<file path="config.mk">
export PLATFORM = sky130hd
export DESIGN_NAME = ex_muldiv_flat
export DESIGN_NICKNAME = d
export VERILOG_FILES = /design/src/rtl/ex_muldiv_pkg.sv /design/src/rtl/ex_muldiv_if.sv /design/src/rtl/ex_muldiv.sv /design/src/flat_wrapper.sv
export SDC_FILE = /design/constraint.sdc
export NUM_CORES = 1
export LEC_CHECK = 0
export ABC_CLOCK_PERIOD_IN_PS = 8400
export BUFFER_PORTS_ARGS = -buffer_cell sky130_fd_sc_hd__buf_2
export CORE_ASPECT_RATIO = 1.2
export CORE_MARGIN = 2
export CORE_UTILIZATION = 44
export DETAILED_ROUTE_END_ITERATION = 8
export GPL_TIMING_DRIVEN = 0
export SETUP_SLACK_MARGIN = 0.02
export SLEW_MARGIN = 0
export SYNTH_ARGS = -nofsm -noshare
export SYNTH_HDL_FRONTEND = slang
export SYNTH_SLANG_ARGS = --single-unit
</file>
<file path="constraint.sdc">
create_clock -name clk -period 8.4 [get_ports clk]
set_input_delay 1.26 -clock clk [delete_from_list [all_inputs] [get_ports clk]]
set_output_delay 1.26 -clock clk [all_outputs]
set_load 0.02 [all_outputs]
</file>
<file path="src/rtl/ex_muldiv_pkg.sv">
// ex_muldiv_pkg: shared definitions for the EX-stage iterative multiply/divide
// unit.
//   - op_e     : decoded MULT/MULTU/DIV/DIVU encodings as carried on the 2-bit op bus
//   - state_e  : sequencer states
//   - cnt_w()  : iteration counter width for a given operand width
package ex_muldiv_pkg;

    localparam int MD_WIDTH = 32;

    typedef enum logic [1:0] {
        OP_MULT  = 2'd0,
        OP_MULTU = 2'd1,
        OP_DIV   = 2'd2,
        OP_DIVU  = 2'd3
    } op_e;

    typedef enum logic [1:0] {
        IDLE = 2'd0,
        RUN  = 2'd1,
        FIX  = 2'd2,
        DONE = 2'd3
    } state_e;

    // The counter must hold 0..w-1; guard against w==1 giving a zero width.
    function automatic int cnt_w(input int w);
        return (w > 1) ? $clog2(w) : 1;
    endfunction

    localparam int CNT_W = cnt_w(MD_WIDTH);

endpackage

</file>
<file path="src/rtl/ex_muldiv_if.sv">
// ex_muldiv_if: request/response bundle between the ID/EX register and the
// multiply/divide unit.
//   start, op, rs_val, rt_val, flush : issued by the pipeline (master)
//   stall, busy, done, div_by_zero   : unit status back to the pipeline
//   hi, lo                           : architectural HI/LO registers
interface ex_muldiv_if #(
    parameter int WIDTH = 32
);
    logic             start;
    logic [1:0]       op;
    logic [WIDTH-1:0] rs_val;
    logic [WIDTH-1:0] rt_val;
    logic             flush;
    logic             stall;
    logic             busy;
    logic             done;
    logic             div_by_zero;
    logic [WIDTH-1:0] hi;
    logic [WIDTH-1:0] lo;

    modport master (
        output start, op, rs_val, rt_val, flush,
        input  stall, busy, done, div_by_zero, hi, lo
    );

    modport slave (
        input  start, op, rs_val, rt_val, flush,
        output stall, busy, done, div_by_zero, hi, lo
    );
endinterface

</file>
<file path="src/rtl/ex_muldiv.sv">
// ex_muldiv: iterative radix-2 multiply / restoring divide unit for the EX stage.
// One shared 2*WIDTH accumulator serves both operations; operands are reduced
// to magnitudes on entry and the result sign is restored in a single FIX cycle.
// Ports:
//   clk  - rising-edge clock
//   rst  - synchronous active-high reset
//   bus  - ex_muldiv_if.slave: start/op/rs_val/rt_val/flush in,
//          stall/busy/done/div_by_zero/hi/lo out
// Latency: start sampled at edge T -> done in cycle T+WIDTH+2.
module ex_muldiv
    import ex_muldiv_pkg::*;
#(
    parameter int WIDTH = MD_WIDTH
) (
    input  logic        clk,
    input  logic        rst,
    ex_muldiv_if.slave  bus
);

    localparam int CW = cnt_w(WIDTH);

    function automatic logic [WIDTH-1:0] cneg_w(input logic [WIDTH-1:0] x, input logic en);
        return en ? (~x + 1'b1) : x;
    endfunction

    function automatic logic [2*WIDTH-1:0] cneg_2w(input logic [2*WIDTH-1:0] x, input logic en);
        return en ? (~x + 1'b1) : x;
    endfunction

    state_e             state_q, state_d;
    logic [CW-1:0]      cnt_q;
    logic [2*WIDTH-1:0] acc_q;      // mul: {partial, multiplier}; div: {remainder, quotient}
    logic [WIDTH-1:0]   opnd_q;     // mul: multiplicand magnitude; div: divisor magnitude
    logic               is_div_q;
    logic               neg_q;      // product/quotient must be negated in FIX
    logic               rneg_q;     // remainder takes the dividend's negative sign
    logic               dbz_q;
    logic [WIDTH-1:0]   hi_q, lo_q;

    // Operand decode on the issue cycle
    logic               in_signed, in_div, a_neg, b_neg, accept;
    logic [WIDTH-1:0]   mag_a, mag_b;

    assign in_signed = (bus.op == OP_MULT) || (bus.op == OP_DIV);
    assign in_div    = (bus.op == OP_DIV)  || (bus.op == OP_DIVU);
    assign a_neg     = in_signed & bus.rs_val[WIDTH-1];
    assign b_neg     = in_signed & bus.rt_val[WIDTH-1];
    assign mag_a     = cneg_w(bus.rs_val, a_neg);
    assign mag_b     = cneg_w(bus.rt_val, b_neg);
    assign accept    = bus.start & ~bus.flush;

    // Multiply step: add into the upper half, then shift right keeping the carry.
    logic [WIDTH:0]     mul_sum;
    logic [2*WIDTH-1:0] mul_next;

    assign mul_sum  = {1'b0, acc_q[2*WIDTH-1:WIDTH]} + {1'b0, opnd_q};
    assign mul_next = acc_q[0] ? {mul_sum, acc_q[WIDTH-1:1]}
                               : {1'b0, acc_q[2*WIDTH-1:1]};

    // Divide step: the shifted remainder is the top WIDTH+1 accumulator bits.
    // If its MSB is set it already exceeds any divisor, so the trial result is
    // non-negative regardless of the subtractor's borrow bit.
    logic [WIDTH:0]     div_shift, div_diff;
    logic               div_ge;
    logic [2*WIDTH-1:0] div_next;

    assign div_shift = acc_q[2*WIDTH-1:WIDTH-1];
    assign div_diff  = div_shift - {1'b0, opnd_q};
    assign div_ge    = div_shift[WIDTH] | ~div_diff[WIDTH];
    assign div_next  = {(div_ge ? div_diff[WIDTH-1:0] : div_shift[WIDTH-1:0]),
                        acc_q[WIDTH-2:0], div_ge};

    // Sign fix-up of the finished magnitudes
    logic [2*WIDTH-1:0] prod_fix;
    logic [WIDTH-1:0]   quo_fix, rem_fix, hi_d, lo_d;

    assign prod_fix = cneg_2w(acc_q, neg_q);
    assign quo_fix  = cneg_w(acc_q[WIDTH-1:0], neg_q);
    assign rem_fix  = cneg_w(acc_q[2*WIDTH-1:WIDTH], rneg_q);
    assign hi_d     = is_div_q ? rem_fix : prod_fix[2*WIDTH-1:WIDTH];
    assign lo_d     = is_div_q ? quo_fix : prod_fix[WIDTH-1:0];

    always_comb begin
        state_d = state_q;
        unique case (state_q)
            IDLE: if (accept) state_d = RUN;
            RUN: begin
                if (bus.flush)                      state_d = IDLE;
                else if (cnt_q == CW'(WIDTH - 1))   state_d = FIX;
            end
            FIX:  state_d = bus.flush ? IDLE : DONE;
            DONE: state_d = IDLE;
        endcase
    end

    always_ff @(posedge clk) begin
        if (rst) begin
            state_q  <= IDLE;
            cnt_q    <= '0;
            acc_q    <= '0;
            opnd_q   <= '0;
            is_div_q <= 1'b0;
            neg_q    <= 1'b0;
            rneg_q   <= 1'b0;
            dbz_q    <= 1'b0;
            hi_q     <= '0;
            lo_q     <= '0;
        end else begin
            state_q <= state_d;
            unique case (state_q)
                IDLE: begin
                    if (accept) begin
                        cnt_q    <= '0;
                        is_div_q <= in_div;
                        neg_q    <= a_neg ^ b_neg;
                        rneg_q   <= a_neg;
                        dbz_q    <= in_div && (bus.rt_val == '0);
                        opnd_q   <= in_div ? mag_b : mag_a;
                        acc_q    <= {{WIDTH{1'b0}}, (in_div ? mag_a : mag_b)};
                    end
                end
                RUN: begin
                    cnt_q <= cnt_q + 1'b1;
                    acc_q <= is_div_q ? div_next : mul_next;
                end
                FIX: begin
                    if (!bus.flush) begin
                        hi_q <= hi_d;
                        lo_q <= lo_d;
                    end
                end
                DONE: ;
            endcase
        end
    end

    assign bus.stall       = (state_q == RUN) || (state_q == FIX);
    assign bus.busy        = (state_q != IDLE);
    assign bus.done        = (state_q == DONE) && !bus.flush;
    assign bus.div_by_zero = bus.done && dbz_q;
    assign bus.hi          = hi_q;
    assign bus.lo          = lo_q;

endmodule

</file>
<file path="src/flat_wrapper.sv">
// flat-port wrapper written by rule: the top's interface ports become plain ports
module ex_muldiv_flat import ex_muldiv_pkg::*;
#(
    parameter int WIDTH = MD_WIDTH
)
  (clk, rst, bus_start, bus_op, bus_rs_val, bus_rt_val, bus_flush, bus_stall, bus_busy, bus_done, bus_div_by_zero, bus_hi, bus_lo);
  ex_muldiv_if #(.WIDTH(WIDTH)) bus_i ();
  input  logic clk;
  input  logic rst;
  input wire logic [$bits(bus_i.start)-1:0] bus_start;
  input wire logic [$bits(bus_i.op)-1:0] bus_op;
  input wire logic [$bits(bus_i.rs_val)-1:0] bus_rs_val;
  input wire logic [$bits(bus_i.rt_val)-1:0] bus_rt_val;
  input wire logic [$bits(bus_i.flush)-1:0] bus_flush;
  output wire logic [$bits(bus_i.stall)-1:0] bus_stall;
  output wire logic [$bits(bus_i.busy)-1:0] bus_busy;
  output wire logic [$bits(bus_i.done)-1:0] bus_done;
  output wire logic [$bits(bus_i.div_by_zero)-1:0] bus_div_by_zero;
  output wire logic [$bits(bus_i.hi)-1:0] bus_hi;
  output wire logic [$bits(bus_i.lo)-1:0] bus_lo;
  assign bus_i.start = bus_start;
  assign bus_i.op = bus_op;
  assign bus_i.rs_val = bus_rs_val;
  assign bus_i.rt_val = bus_rt_val;
  assign bus_i.flush = bus_flush;
  assign bus_stall = bus_i.stall;
  assign bus_busy = bus_i.busy;
  assign bus_done = bus_i.done;
  assign bus_div_by_zero = bus_i.div_by_zero;
  assign bus_hi = bus_i.hi;
  assign bus_lo = bus_i.lo;
  ex_muldiv #(.WIDTH(WIDTH)) u_core (.clk(clk), .rst(rst), .bus(bus_i));
endmodule
</file>
==> flow_summary.ini <==
[cells_and_area]
final_net_count = 2279
synthToLayoutAreaGrowth_pct = 12.4
drive_gt1_share_pct = 10.8
antenna_cells = 0

[grt]
grt_pass1_vias = 15300
grt_max_degree = 19
antenna_found_initial = 0
grt_use_total_pct = 33.9
grt_pass1_wl_mm = 89.3
gr-total-overflow = 0

[sta]
rsz0062_at_grt = false
slew_headroom_pct = 17.1
layout_min_cycle_time_ns = 4.85
worst_pin_slew_ns = 1.24
holdWs_ns = 0.450
clock_skew_ns = 0.0177
hold_violations = 0
fin_crit_sh_pct = 57.7
clock.fmax_mhz = 206
finalSetupViolCount = 0
postLayoutSetupSlackWorst_ns = 3.55
slew_violations = 0
tns_ns = 0

[yosys]
avgSynthCellArea_um2 = 7.31
syn-cell-area_mm2 = 0.0145
synth_ff_type = dfxtp_1
async_flop_share_pct = 0
synth_top_cell_area_share_pct = 23.7
synthesis.nets = 2125
synth.area.top_cells = dfxtp_1, ha_1, a21oi_1
syn_inst = 1979
synth-edff-count = 0
post-synth-top-area-cell = dfxtp_1
ys.warnings.count = 0
yosysMostFrequentCell = nand2_1
ys_ff_latch = 171
ys_seq_area_share_pct = 23.7
ys_top_cells_by_count = nand2_1, nor2_1, a21oi_1, dfxtp_1, clkbuf_1
ys_types = 86

[min_path]
holdPathEnd = u_core.bus.hi[23]
hold_start = u_core.bus.hi[23]
hp-class = reg -> reg
hold_path_depth = 2

[setup_path]
r2r_setup_slack_ns = 3.55
reg2reg_depth = 12
cp-start-kind = flip-flop
r2r-end = u_core.acc_q[63]
required_ns = 8.79
reg2reg_from = u_core.acc_q[32]
crit_type = reg -> reg
crit_fanout = 10
end_kind = flip-flop
critPathArrivalTime_ns = 5.24

[status]
status = finished, final reports clean

[route]
drt-total-wl_mm = 58.3
wl_per_cell_um = 22.8
drtIter0Drc = 1348
remaining_drc_errors = 0
vias = 15600
ant_nets = 0
via_per_inst = 6.13
drt_first_pass_iters = 7

[clock_tree]
cts_buffers = 17
cts.repair.resized = 0
cts_max_level = 4
post_cts_buffers = 0
cts_tree = built
cts_buffer_depth = 2
clockRootBuffer = clkbuf_16
clock_latency_ns = 0.46
hold_buffers = 0
clk_pin_slew_ns = 0.08
clock_sinks = 171

[power]
powerDensity_mw_per_mm2 = 157
leakage_nw = 6.34
vdd_ir_drop_max_uv = 145

[floorplanning]
rows = 72
die_w_um = 170
start_util_pct = 44.7
die_h_um = 203
die_area_mm2 = 0.0343
core_area_mm2 = 0.0323
ios = 138

[place]
port_buffers = 135
gp_congestion = 0.976
hpwl_mm = 46.8
pre_cts_ws_ns = 3.64

[job]
maxCapViolCount = 0
-- cells in the final DEF, fill, tap and decap left out, drive strengths merged, types with 31 or more instances in the layout --
cell type	instances
o21ai	120
inv	74
nor3	55
xnor2	76
o31ai	31
buf	154
ha	74
xor2	81
nor2	217
nand3	33
nand2	218
o211ai	41
a21oi	175
dfxtp	171
a211oi	98
clkbuf	138
-- cells by family after synthesis --
group | Yosys count | synth area share (%)
and+or+nand+nor | 682 | 22.0
DFF | 171 | 23.7
buffers and inverters | 207 | 5.54
AOI/OAI and AO/OA | 629 | 28.4
muxes | 57 | 4.19
xor gates and xnor gates | 157 | 9.51
adders and majority gates | 76 | 6.68
-- where the power goes --
part	internal [W]	switching, W	total (W)
sequential	0.000843	0.0000537	0.000897
combinational	0.000278	0.000543	0.000822
clock	0.000427	0.000406	0.000834
-- final cells by class --
| type | count | area (um2) |
|---|---|---|
| buffer | 139 | 547 |
| clock buffer | 18 | 429 |
| clock inverter | 14 | 178 |
| fill | 3321 | 16100 |
| inverter | 68 | 255 |
| multi-input combinational | 1601 | 10200 |
| sequential | 171 | 3420 |
| tap | 407 | 509 |
| timing repair buffer | 135 | 676 |
-- worst max path at each step --
stage / slack [ns] / depth (start not counted) / to / startpoint
3_5_place_dp: 3.64 / 12 / u_core.acc_q[63] / u_core.acc_q[32]
5_1_grt: 3.37 / 12 / u_core.acc_q[63] / u_core.acc_q[32]
6_report: 3.55 / 12 / u_core.acc_q[63] / u_core.acc_q[32]
4_1_cts: 3.62 / 12 / u_core.acc_q[63] / u_core.acc_q[32]
3_3_place_gp: 3.67 / 12 / u_core.acc_q[63] / u_core.acc_q[32]
2_1_floorplan: 5.01 / 9 / u_core.acc_q[27] / bus_rt_val[6]
-- flip-flops by register name, indices dropped and copies added, names as in the netlist --
signal           count
u_core.rneg_q        1
u_core.acc_q        64
u_core.bus.hi       32
u_core.dbz_q         1
u_core.is_div_q      1
u_core.bus.lo       32
u_core.neg_q         1
u_core.cnt_q         5
u_core.state_q       2
u_core.opnd_q       32
-- critical path: stages, from the launching register on --
cell and delay (ns):
dfxtp_1 0.58, inv_1 0.26, fa_1 0.46, nand2b_1 0.23
a21oi_1 0.27, o21ai_1 0.21, a2111oi_1 0.90, o211ai_1 0.36
nand2_1 0.48, buf_2 0.36, nand2_1 0.22, o21ai_0 0.30
a31o_2 0.14
-- through the flow --
| step | utilization (%) | cell area [um2] | power (W) | cells |
|---|---|---|---|---|
| global placement | 48.4 | 15600 | 0.00171 | 2521 |
| finish | 50.3 | 16300 | 0.00255 | 2553 |
| floorplan | - | 14500 | 0.00143 | 1979 |
| detailed placement | 48.4 | 15600 | 0.00172 | 2521 |
| global route | 50.3 | 16300 | 0.00266 | 2553 |
| CTS | 50.3 | 16300 | 0.00254 | 2553 |
-- per-layer routing --
layer | GRT usage [%] | routed length (um) | up-vias
met5 | 0 | 0 | -
met2 | 56.7 | 27400 | 594
met3 | 4.09 | 2910 | 157
met4 | 21.5 | 3900 | 0
li1 | - | - | 7491
met1 | 41.2 | 24200 | 7398
Power figures use the tool's default switching activity.
